<file path="src/rtl/pipe_pkg.sv">
// Shared types and helpers for the valid/allowin pipeline chain.
package pipe_pkg;

  localparam int STAGES_MAX = 8;

  // Handshake view of one stage, exported for checkers and debug.
  typedef struct packed {
    logic valid;
    logic allowin;
    logic ready_go;
    logic flush;
  } stage_hs_t;

  function automatic int unsigned popcount(input logic [STAGES_MAX-1:0] v);
    int unsigned n;
    n = 0;
    for (int i = 0; i < STAGES_MAX; i++) begin
      n = n + {31'b0, v[i]};
    end
    return n;
  endfunction

endpackage

</file>
<file path="src/rtl/pipe_stage_reg.sv">
// One pipeline stage: a valid bit plus DW-bit payload with allowin/flush control.
module pipe_stage_reg
  import pipe_pkg::*;
#(
  parameter int DW = 64
) (
  input  logic          clk,
  input  logic          resetn,
  input  logic          to_valid,
  input  logic [DW-1:0] from_data,
  input  logic          ready_go,
  input  logic          flush,
  input  logic          next_allowin,
  output stage_hs_t     hs,
  output logic          valid_nxt,
  output logic [DW-1:0] data
);

  // Handshake: a payload moves from the previous stage into this one on a
  // rising edge exactly when to_valid && allowin; an empty stage always accepts.
  logic valid;
  logic allowin;

  assign allowin = !valid || (ready_go && next_allowin);

  always_comb begin
    valid_nxt = valid;
    if (flush) begin
      valid_nxt = 1'b0;
    end else if (allowin) begin
      valid_nxt = to_valid;
    end
  end

  always_ff @(posedge clk or posedge resetn) begin
    if (resetn) begin
      valid <= 1'b0;
      data  <= '0;
    end else begin
      valid <= valid_nxt;
      if (allowin && to_valid && !flush) begin
        data <= from_data;
      end
    end
  end

  assign hs = '{valid: valid, allowin: allowin, ready_go: ready_go, flush: flush};

endmodule

</file>
<file path="src/rtl/pipe_ctrl_chain.sv">
// In-order chain of STAGES handshaked stage registers with occupancy and bubble counters.
module pipe_ctrl_chain
  import pipe_pkg::*;
#(
  parameter int STAGES = 4,
  parameter int DW     = 64,
  parameter int CW     = 32
) (
  input  logic                         clk,
  input  logic                         resetn,
  input  logic                         in_valid,
  input  logic [DW-1:0]                in_data,
  output logic                         in_allowin,
  input  logic [STAGES-1:0]            ready_go,
  input  logic [STAGES-1:0]            flush,
  input  logic                         out_allowin,
  output logic                         out_valid,
  output logic [DW-1:0]                out_data,
  output logic [STAGES-1:0]            stage_valid,
  output logic [STAGES*DW-1:0]         stage_data,
  output logic [$clog2(STAGES+1)-1:0]  occupancy,
  output logic [CW-1:0]                bubble_cnt
);

  localparam int OW = $clog2(STAGES+1);

  logic [STAGES-1:0] valid_nxt;

  // Each stage keeps its own allowin net so the out_allowin -> in_allowin
  // ripple is a plain chain of separate signals rather than one vector.
  for (genvar i = 0; i < STAGES; i++) begin : g_stage
    logic          to_valid;
    logic [DW-1:0] from_data;
    logic          next_allowin;
    logic [DW-1:0] data;
    stage_hs_t     hs;

    if (i == 0) begin : g_head
      assign to_valid  = in_valid;
      assign from_data = in_data;
    end else begin : g_body
      assign to_valid  = g_stage[i-1].hs.valid && ready_go[i-1];
      assign from_data = g_stage[i-1].data;
    end

    if (i == STAGES-1) begin : g_tail
      assign next_allowin = out_allowin;
    end else begin : g_mid
      assign next_allowin = g_stage[i+1].hs.allowin;
    end

    pipe_stage_reg #(.DW(DW)) u_reg (
      .clk          (clk),
      .resetn       (resetn),
      .to_valid     (to_valid),
      .from_data    (from_data),
      .ready_go     (ready_go[i]),
      .flush        (flush[i]),
      .next_allowin (next_allowin),
      .hs           (hs),
      .valid_nxt    (valid_nxt[i]),
      .data         (data)
    );

    assign stage_valid[i]          = hs.valid;
    assign stage_data[i*DW +: DW]  = data;
  end

  assign in_allowin = g_stage[0].hs.allowin;
  assign out_valid  = g_stage[STAGES-1].hs.valid && ready_go[STAGES-1];
  assign out_data   = g_stage[STAGES-1].data;

  // Occupancy is counted from the next-state vector so it tracks stage_valid exactly.
  always_ff @(posedge clk or posedge resetn) begin
    if (resetn) begin
      occupancy  <= '0;
      bubble_cnt <= '0;
    end else begin
      occupancy <= OW'(popcount(STAGES_MAX'(valid_nxt)));
      if (!out_valid && !(&bubble_cnt)) begin
        bubble_cnt <= bubble_cnt + CW'(1);
      end
    end
  end

endmodule

</file>
<file path="config.mk">
export PLATFORM = sky130hd
export DESIGN_NAME = pipe_ctrl_chain
export DESIGN_NICKNAME = d
export VERILOG_FILES = /design/src/rtl/pipe_pkg.sv /design/src/rtl/pipe_stage_reg.sv /design/src/rtl/pipe_ctrl_chain.sv
export SDC_FILE = /design/constraint.sdc
export NUM_CORES = 1
export LEC_CHECK = 0
export BUFFER_PORTS_ARGS = -buffer_cell sky130_fd_sc_hd__buf_2
export CAP_MARGIN = 25
export CORE_AREA = 2 2 158 314
export CTS_BUF_LIST = sky130_fd_sc_hd__clkbuf_8
export CTS_CLUSTER_DIAMETER = 150
export DETAILED_ROUTE_END_ITERATION = 8
export DIE_AREA = 0 0 160 316
export GPL_TIMING_DRIVEN = 1
export SYNTH_ARGS = -nofsm -noshare
export SYNTH_HDL_FRONTEND = slang
export SYNTH_SLANG_ARGS = --single-unit
</file>
<file path="constraint.sdc">
create_clock -name clk -period 14 [get_ports clk]
set_input_delay 2.1 -clock clk [delete_from_list [all_inputs] [get_ports clk]]
set_output_delay 2.1 -clock clk [all_outputs]
set_load 0.02 [all_outputs]
</file>
# After elaboration in Yosys (flattened, before gate mapping)
# Cells that the tools add are included.
# Widths: inputs -> output; s select.
[op_classes] add_sub_neg=4 muxes=8 n_reduce_logical=32
[ops] op="$add 32x1->32 const B" count=1
[ops] op="$reduce_and 32->1" count=1
[ops] op="$logic_and 1x1->1" count=17
[ops] op="$logic_not 1->1" count=10
[ops] op="$mux 1" count=8
[ops] op="$logic_or 1x1->1" count=4
[ops] op="$add 2x1->3" count=1
[ops] op="$add 3x1->3" count=1
[ops] op="$add 1x1->2" count=1
[totals] ff_bits=295 in_bits=76 out_inout_bits=361 word_cells=54

# Logic depth before layout (Yosys ltp)
# Gate-level depths: netlist of run 1.
[depth] depth_word=13 ltp_mapped=8 mapped_depth_nobuf=8

# By module
# Synthesis of run 1 repeated with hierarchy kept, for this count alone.
[hier_totals] cells_unflattened=814 hier_area_um2=13439.1
[by_module_without_submodules] module="pipe_stage_reg" instances=4 cells_per_inst=146 area_per_inst_um2=2780.2 seq_area_each_um2=1626.6
[by_module_without_submodules] module="pipe_ctrl_chain" instances=1 cells_per_inst=230 area_per_inst_um2=2318.5 seq_area_each_um2=875.8

# Worst setup path after synthesis of run 1
# OpenSTA, ideal clock, no wires.
[synth_path] path_type="input-to-output" start="in out_allowin" end="out in_allowin" t_arrival_ns=3.082 required_ns=11.900 slack_ns=8.818 stages=4 path_buffers=0 cell_sequence="a21boi_1 o21ai_1 a21boi_1 o21ai_0"
[synth_between] elab_chain_cells=8
[synth_lines] item="from (decl)" line_no="pipe_ctrl_chain.sv:16" rtl="input logic out_allowin,"
[synth_lines] item="$logic_and 1x1->1" line_no="pipe_stage_reg.sv:24" rtl="assign allowin = !valid || (ready_go && next_allowin);"
[synth_lines] item="$logic_or 1x1->1" line_no="pipe_stage_reg.sv:24"
[synth_lines] item="$logic_and 1x1->1" line_no="pipe_stage_reg.sv:24"
[synth_lines] item="$logic_or 1x1->1" line_no="pipe_stage_reg.sv:24"
[synth_lines] item="$logic_and 1x1->1" line_no="pipe_stage_reg.sv:24"
[synth_lines] item="$logic_or 1x1->1" line_no="pipe_stage_reg.sv:24"
[synth_lines] item="$logic_and 1x1->1" line_no="pipe_stage_reg.sv:24"
[synth_lines] item="$logic_or 1x1->1" line_no="pipe_stage_reg.sv:24"
[synth_lines] item="to (decl)" line_no="pipe_ctrl_chain.sv:13" rtl="output logic in_allowin,"
# Every way passes these cells.

# Worst setup path in the final report of run 1
# Ends and elaborated chain as after synthesis.

==> qor.yml, run 1 <==
run_status:
  outcome: "finished clean"
sta:
  maxSlewViolCount: 0
  worst_slew_pin_slew_ps: 843
  fin_crit_sh_pct: 42.0
  relSlewSlack_pct: 43.8
  final.setup.tns_ps: 0
  fmax_mhz: 170
  setup_viol: 0
  clock_skew_ps: 22.6
  rsz0062_at_grt: "false"
  period_needed_ps: 5880
  hold_viol_final: 0
  final.setup.worst_slack_ps: 8120
synthesis:
  ys_seq_elements: 295
  async_flop_share_pct: 100
  synthTopCellsByArea: "dfrtp_1, mux2_2, mux2_1"
  synth_top_area_share_pct: 62.2
  yosysUniqueCellTypes: 38
  synth_fp_nets: 857
  synth_edf_count: 0
  syn_inst: 777
  synth_top_cell_by_area: "dfrtp_1"
  synthFlopType: "dfrtp_1"
  synth_warnings: 0
  syn_area_per_cell_um2: 15.3
  seq_area_frac_synth_pct: 62.2
  synth_area_um2: 11900
power:
  peakVddDrop_uv: 87.0
  leakagePower_nw: 7.79
  power.total_mw: 2.67
  pwr_density_cell_nw_per_um2: 176
placed_design:
  dp_hpwl_um: 24200
  portBuffers: 436
  place.gp.congestion: 0.819
  placedInstanceArea_um2: 14300
  place_ws_ps: 8080
setup_path:
  cp_num_buf_inv: 2
  arrival_ps: 3780
  crit_chain: "buf_2, a21boi_1, o21ai_1, a21boi_1, o21ai_0, buf_2"
  endpoint_kind: "primary output"
  slowest_stage: "a21boi_1"
  critical_path.top_delay_family: "compound AO/OA/AOI/OAI gates"
  cp_max_fo: 4
  crit_type: "input pin to primary output"
  worstPathRequired_ps: 11900
  slowest_delay_ps: 490
  reg2reg_slack_ps: 10860
  startpoint_type: "input pin"
final_layout:
  utilization_pct: 31.5
  mostFrequentLayoutCell: "buf_2"
  syn2layout_area_growth_pct: 28.0
  fin_area_um2: 15200
  finalNetCount: 1258
  drive_gt1_share_pct: 54.3
  layout_common_cells: "buf_2, dfrtp_1, mux2_2"
  n_fill_cell: 4936
die:
  die_area_um2: 50600
  rows: 114
  num_io_pins: 437
  die_w_um: 160
  die_h_um: 316
  initial_utilization_pct: 24.6
  coreArea_um2: 48200
flow_run:
  cap_violations: 0
grt:
  grt_use_total_pct: 13.0
  antenna_found_initial: 1
  grt_pass1_vias: 8401
  grt_max_degree: 82
  grt-ovfl-total: 0
  grt_first_pass_wirelength_um: 50500
clock_network:
  cts_tree: "done"
  cts_sinks: 295
  h-tree-depth: 2
  cts-root-buf: "clkbuf_8"
  clock_path_buffers: 3
  cts_buffers: 44
  clock_latency_ps: 580
  cts_setup_buffers: 0
  clkSlewWorstSetupHoldPaths_ps: 60
  cts_resized: 0
  hold_buffers: 0
route:
  remaining_drc_errors: 0
  ant_nets: 0
  drt_iter0_markers: 349
  wirelength_um: 34000
  post_drt_wl_per_cell_um: 18.5
  drt_first_pass_iters: 4
  dr_total_vias: 7922
  via_per_inst: 4.31
hold_path:
  hp-class: "register to register"
[metal layers]
layer | routed length (um) | up-vias | share of wire (%) | track usage (%)
met2 | 18200 | 343 | 54 | 24.2
li1 | - | 3480 | - | -
met4 | 1290 | 0 | 3.8 | 6.22
met1 | 12700 | 4028 | 37 | 14.1
met3 | 1810 | 71 | 5.3 | 2.54
met5 | 0 | - | 0 | 0
[final cells by class]
class / count / area, um^2 / area share, %
Sequential cell: 295 / 7380 / 48.6
Multi-Input combinational cell: 381 / 3840 / 25.3
Timing Repair Buffer: 450 / 2330 / 15.3
Tap cell: 638 / 798 / 5.26
Clock buffer: 54 / 743 / 4.89
Clock inverter: 14 / 61.3 / 0.404
Inverter: 6 / 30.0 / 0.198
Antenna cell: 2 / 5.00 / 0.0330
[path summary, 6_finish.rpt]
check / cells after the start / endpoint / start
worst min-delay path: 1 / g_stage[1].u_reg.data[49] / g_stage[1].u_reg.data[49]
worst max-delay path: 6 / in_allowin / out_allowin
min in group asynchronous: 2 / g_stage[2].u_reg.data[29] / resetn
worst min register to register: 1 / g_stage[1].u_reg.data[49] / g_stage[1].u_reg.data[49]
max in group asynchronous: 4 / g_stage[1].u_reg.data[45] / resetn
worst max register to register: 8 / occupancy[1] / g_stage[3].u_reg.valid
[logic make-up after synthesis]
family	share of synthesized area, %
flops	62.2
mux	24.4
buf+inv	5.58
simple gates	3.91
xor+xnor	1.99
compound gates	1.41
fa+ha+maj	0.485
[registers in the layout, summed over array words and instances (netlist names)]
register and cells:
bubble_cnt 32, g_stage.u_reg.data 256, occupancy 3, g_stage.u_reg.valid 4
[report_power, final]
part	internal, mW	total, mW	switching (mW)
clock	0.344	0.670	0.326
sequential	1.05	1.23	0.173
combinational	0.290	0.770	0.480
total	1.69	2.67	0.980
[synth_stat cells (2+ instances only)]
cell and count:
dfrtp_1 295, mux2_2 130, mux2_1 127, buf_4 68
xnor2_1 24, buf_2 22, nand2_1 19, nand4_1 15
nand3_1 14, a21oi_1 5, clkbuf_1 5, inv_1 5
nor2_1 5, nor3_1 5, a21boi_1 3, and3_1 3
ha_1 3, o311ai_0 3, o31ai_1 3, xor2_1 3
and4_1 2, nor4_4 2
[stage by stage]
stage | instances | hold slack, ps
finish | 1840 | 503
global placement | 1767 | 480
detailed placement | 1768 | 493
global route | 1839 | 521
floorplan | 777 | 552
CTS | 1836 | 506
(Power assumes the default switching activity.)
==> run 2, diff against run 1 <==
==> constraint.sdc (replaced) <==
create_clock -name clk -period 5.9 [get_ports clk]
set_input_delay 0.885 -clock clk [delete_from_list [all_inputs] [get_ports clk]]
set_output_delay 0.885 -clock clk [all_outputs]
set_load 0.02 [all_outputs]
==> run 2 against run 1 <==
Via count fell by 0.47%. Routed wire length fell by 1.1%. Highest routed layer is now met5. Die area did not move. Non-clock buffer count fell by 3. Critical endpoint unchanged.
==> qor.yml, run 2 (synthesis results as in run 1) <==
die:
  die_area_um2: 50600  # unchanged
  num_io_pins: 437  # unchanged
  coreArea_um2: 48200  # unchanged
  die_w_um: 160  # unchanged
  initial_utilization_pct: 24.6  # unchanged
  die_h_um: 316  # unchanged
  rows: 114  # unchanged
final_layout:
  layout_common_cells: "buf_2, dfrtp_1, mux2_2"
  mostFrequentLayoutCell: "buf_2"
  syn2layout_area_growth_pct: 28.1
  multi_input_area_um2: 3840  # unchanged
  reg_top3: "g_stage.u_reg.data: 256 flops, bubble_cnt: 32 flops, g_stage.u_reg.valid: 4 flops"
  n_fill_cell: 4955  # +0.38%
  largest_reg_flops: 256  # unchanged
  finalNetCount: 1257  # -0.079%
  utilization_pct: 31.5  # +0.039 points
  fin_cells: 1841  # +0.054%
  seqCellArea_um2: 7380  # unchanged
  largest-register: "g_stage.u_reg.data"
  drive_gt1_share_pct: 54.4  # +0.12 points
hold_path:
  hp-class: "input pin to asynchronous set/reset pin"
route:
  post_drt_wl_per_cell_um: 18.3  # -1.2%
  via_per_inst: 4.28  # -0.52%
  drt_first_pass_iters: 4  # unchanged
  dr_total_vias: 7885  # -0.47%
  ant_nets: 0  # unchanged
  wirelength_um: 33600  # -1.1%
  remaining_drc_errors: 0  # unchanged
  drt_iter0_markers: 328  # -6.0%
sta:
  period_needed_ps: 3270
  final.setup.tns_ps: 0  # unchanged
  final.setup.worst_slack_ps: 2630  # -5490 ps
  fin_hold_ws_ps: 439  # -63.8 ps
  maxSlewViolCount: 0  # unchanged
  setup_viol: 0  # unchanged
  worst_slew_pin_slew_ps: 949  # +106 ps
  fmax_mhz: 306
  clock_skew_ps: 29.9  # +7.30 ps
  rsz0062_at_grt: "false"
  fin_crit_sh_pct: 55.4
  relSlewSlack_pct: 36.7  # -7.1 points
  hold_viol_final: 0  # unchanged
placed_design:
  portBuffers: 436  # unchanged
  place_ws_ps: 2310  # -5770 ps
  place.gp.congestion: 0.786  # -4.0%
  dp_hpwl_um: 24400  # +0.73%
  placedCellCount: 1767  # -0.057%
grt:
  grt-ovfl-total: 0  # unchanged
  grt_pass1_vias: 8145  # -3.0%
  grt_first_pass_wirelength_um: 50200  # -0.70%
  grt_max_degree: 143  # +74%
  antenna_found_initial: 8  # +7
  grt_use_total_pct: 12.9  # -0.084 points
setup_path:
  endpoint_kind: "primary output"
  crit_chain: "a21boi_1, o21ai_1, a21boi_1, o21ai_0, buf_2"
  cp_max_fo: 4  # unchanged
  crit_path_frequent_cell: "a21boi_1"
  crit_type: "register to primary output"
  critical_path.top_delay_family: "compound AO/OA/AOI/OAI gates"
  arrival_ps: 2390  # -1390 ps
  slowest_delay_ps: 500  # about the same
  worstPathRequired_ps: 5020  # -6880 ps
  cp_num_buf_inv: 1  # -1
  slowest_stage: "a21boi_1"
  startpoint_type: "register"
flow_run:
  cap_violations: 0  # unchanged
clock_network:
  clkSlewWorstSetupHoldPaths_ps: 60  # about the same
  clock_latency_ps: 590  # about the same
  cts_tree: "done"
  cts-root-buf: "clkbuf_8"
  clock_path_buffers: 3  # unchanged
  cts_setup_buffers: 0  # unchanged
  hold_buffers: 0  # unchanged
  cts_resized: 0  # unchanged
  h-tree-depth: 2  # unchanged
  cts_buffers: 46  # +4.5%
  cts_sinks: 295  # unchanged
power:
  leakagePower_nw: 7.78  # about the same
  pwr_density_cell_nw_per_um2: 422  # +140%
  peakVddDrop_uv: 221  # +150%
run_status:
  outcome: "finished clean"
## run 2: cell types whose count changed in the layout (fill, tap and decap cells not counted), sizes merged
cell / previous run / this run
buf: 450 / 447
clkinvlp: 0 / 3
inv: 16 / 14
bufinv: 0 / 1
clkbuf: 54 / 55
clkinv: 4 / 5
## run 2: area by class of cell
type / count / share of cell area (%)
Sequential cell: 295 / 48.6
Multi-Input combinational cell: 381 / 25.2
Timing Repair Buffer: 447 / 15.1
Tap cell: 638 / 5.25
Clock buffer: 55 / 4.98
Clock inverter: 17 / 0.708
Inverter: 6 / 0.173
Antenna cell: 2 / 0.0329
## run 2: path summary, 6_finish.rpt
path	end	slack [ps]	from	cells after the start
max	in_allowin	2630	g_stage[3].u_reg.valid	5
min in group clk	g_stage[1].u_reg.data[43]	500	g_stage[1].u_reg.data[43]	1
max in group asynchronous	g_stage[1].u_reg.data[44]	4130	resetn	3
min	g_stage[0].u_reg.data[17]	440	resetn	2
min reg2reg	g_stage[1].u_reg.data[43]	500	g_stage[1].u_reg.data[43]	1
max reg2reg	g_stage[1].u_reg.data[51]	2940	g_stage[3].u_reg.valid	6
## run 2: worst reg2reg max path: stages, from the launching register on
cell and delay [ps]:
dfrtp_1 400, a21boi_1 170, o21ai_1 340, a21boi_1 250, nor3_4 690, buf_4 570
mux2_2 420
## run 2: per-layer routing
metal	track usage, %	wire (um)
met5	0	75
met4	6.00	1220
met3	3.31	2080
met2	23.7	18100
met1	13.8	12200
## run 2: stage by stage
step | total power [mW] | instance area, um^2
after floorplan | 4.00 | 11900
after global placement | 4.76 | 14300
after detailed placement | 4.80 | 14300
after CTS | 6.54 | 15200
after global routing | 6.76 | 15200
final | 6.41 | 15200
## run 2: report_power, final
part / internal [mW] / leakage (nW) / switching [mW]
clock network: 0.879 / 0.478 / 0.801
logic: 0.686 / 3.55 / 1.13
registers: 2.50 / 3.75 / 0.416
total: 4.06 / 7.78 / 2.35
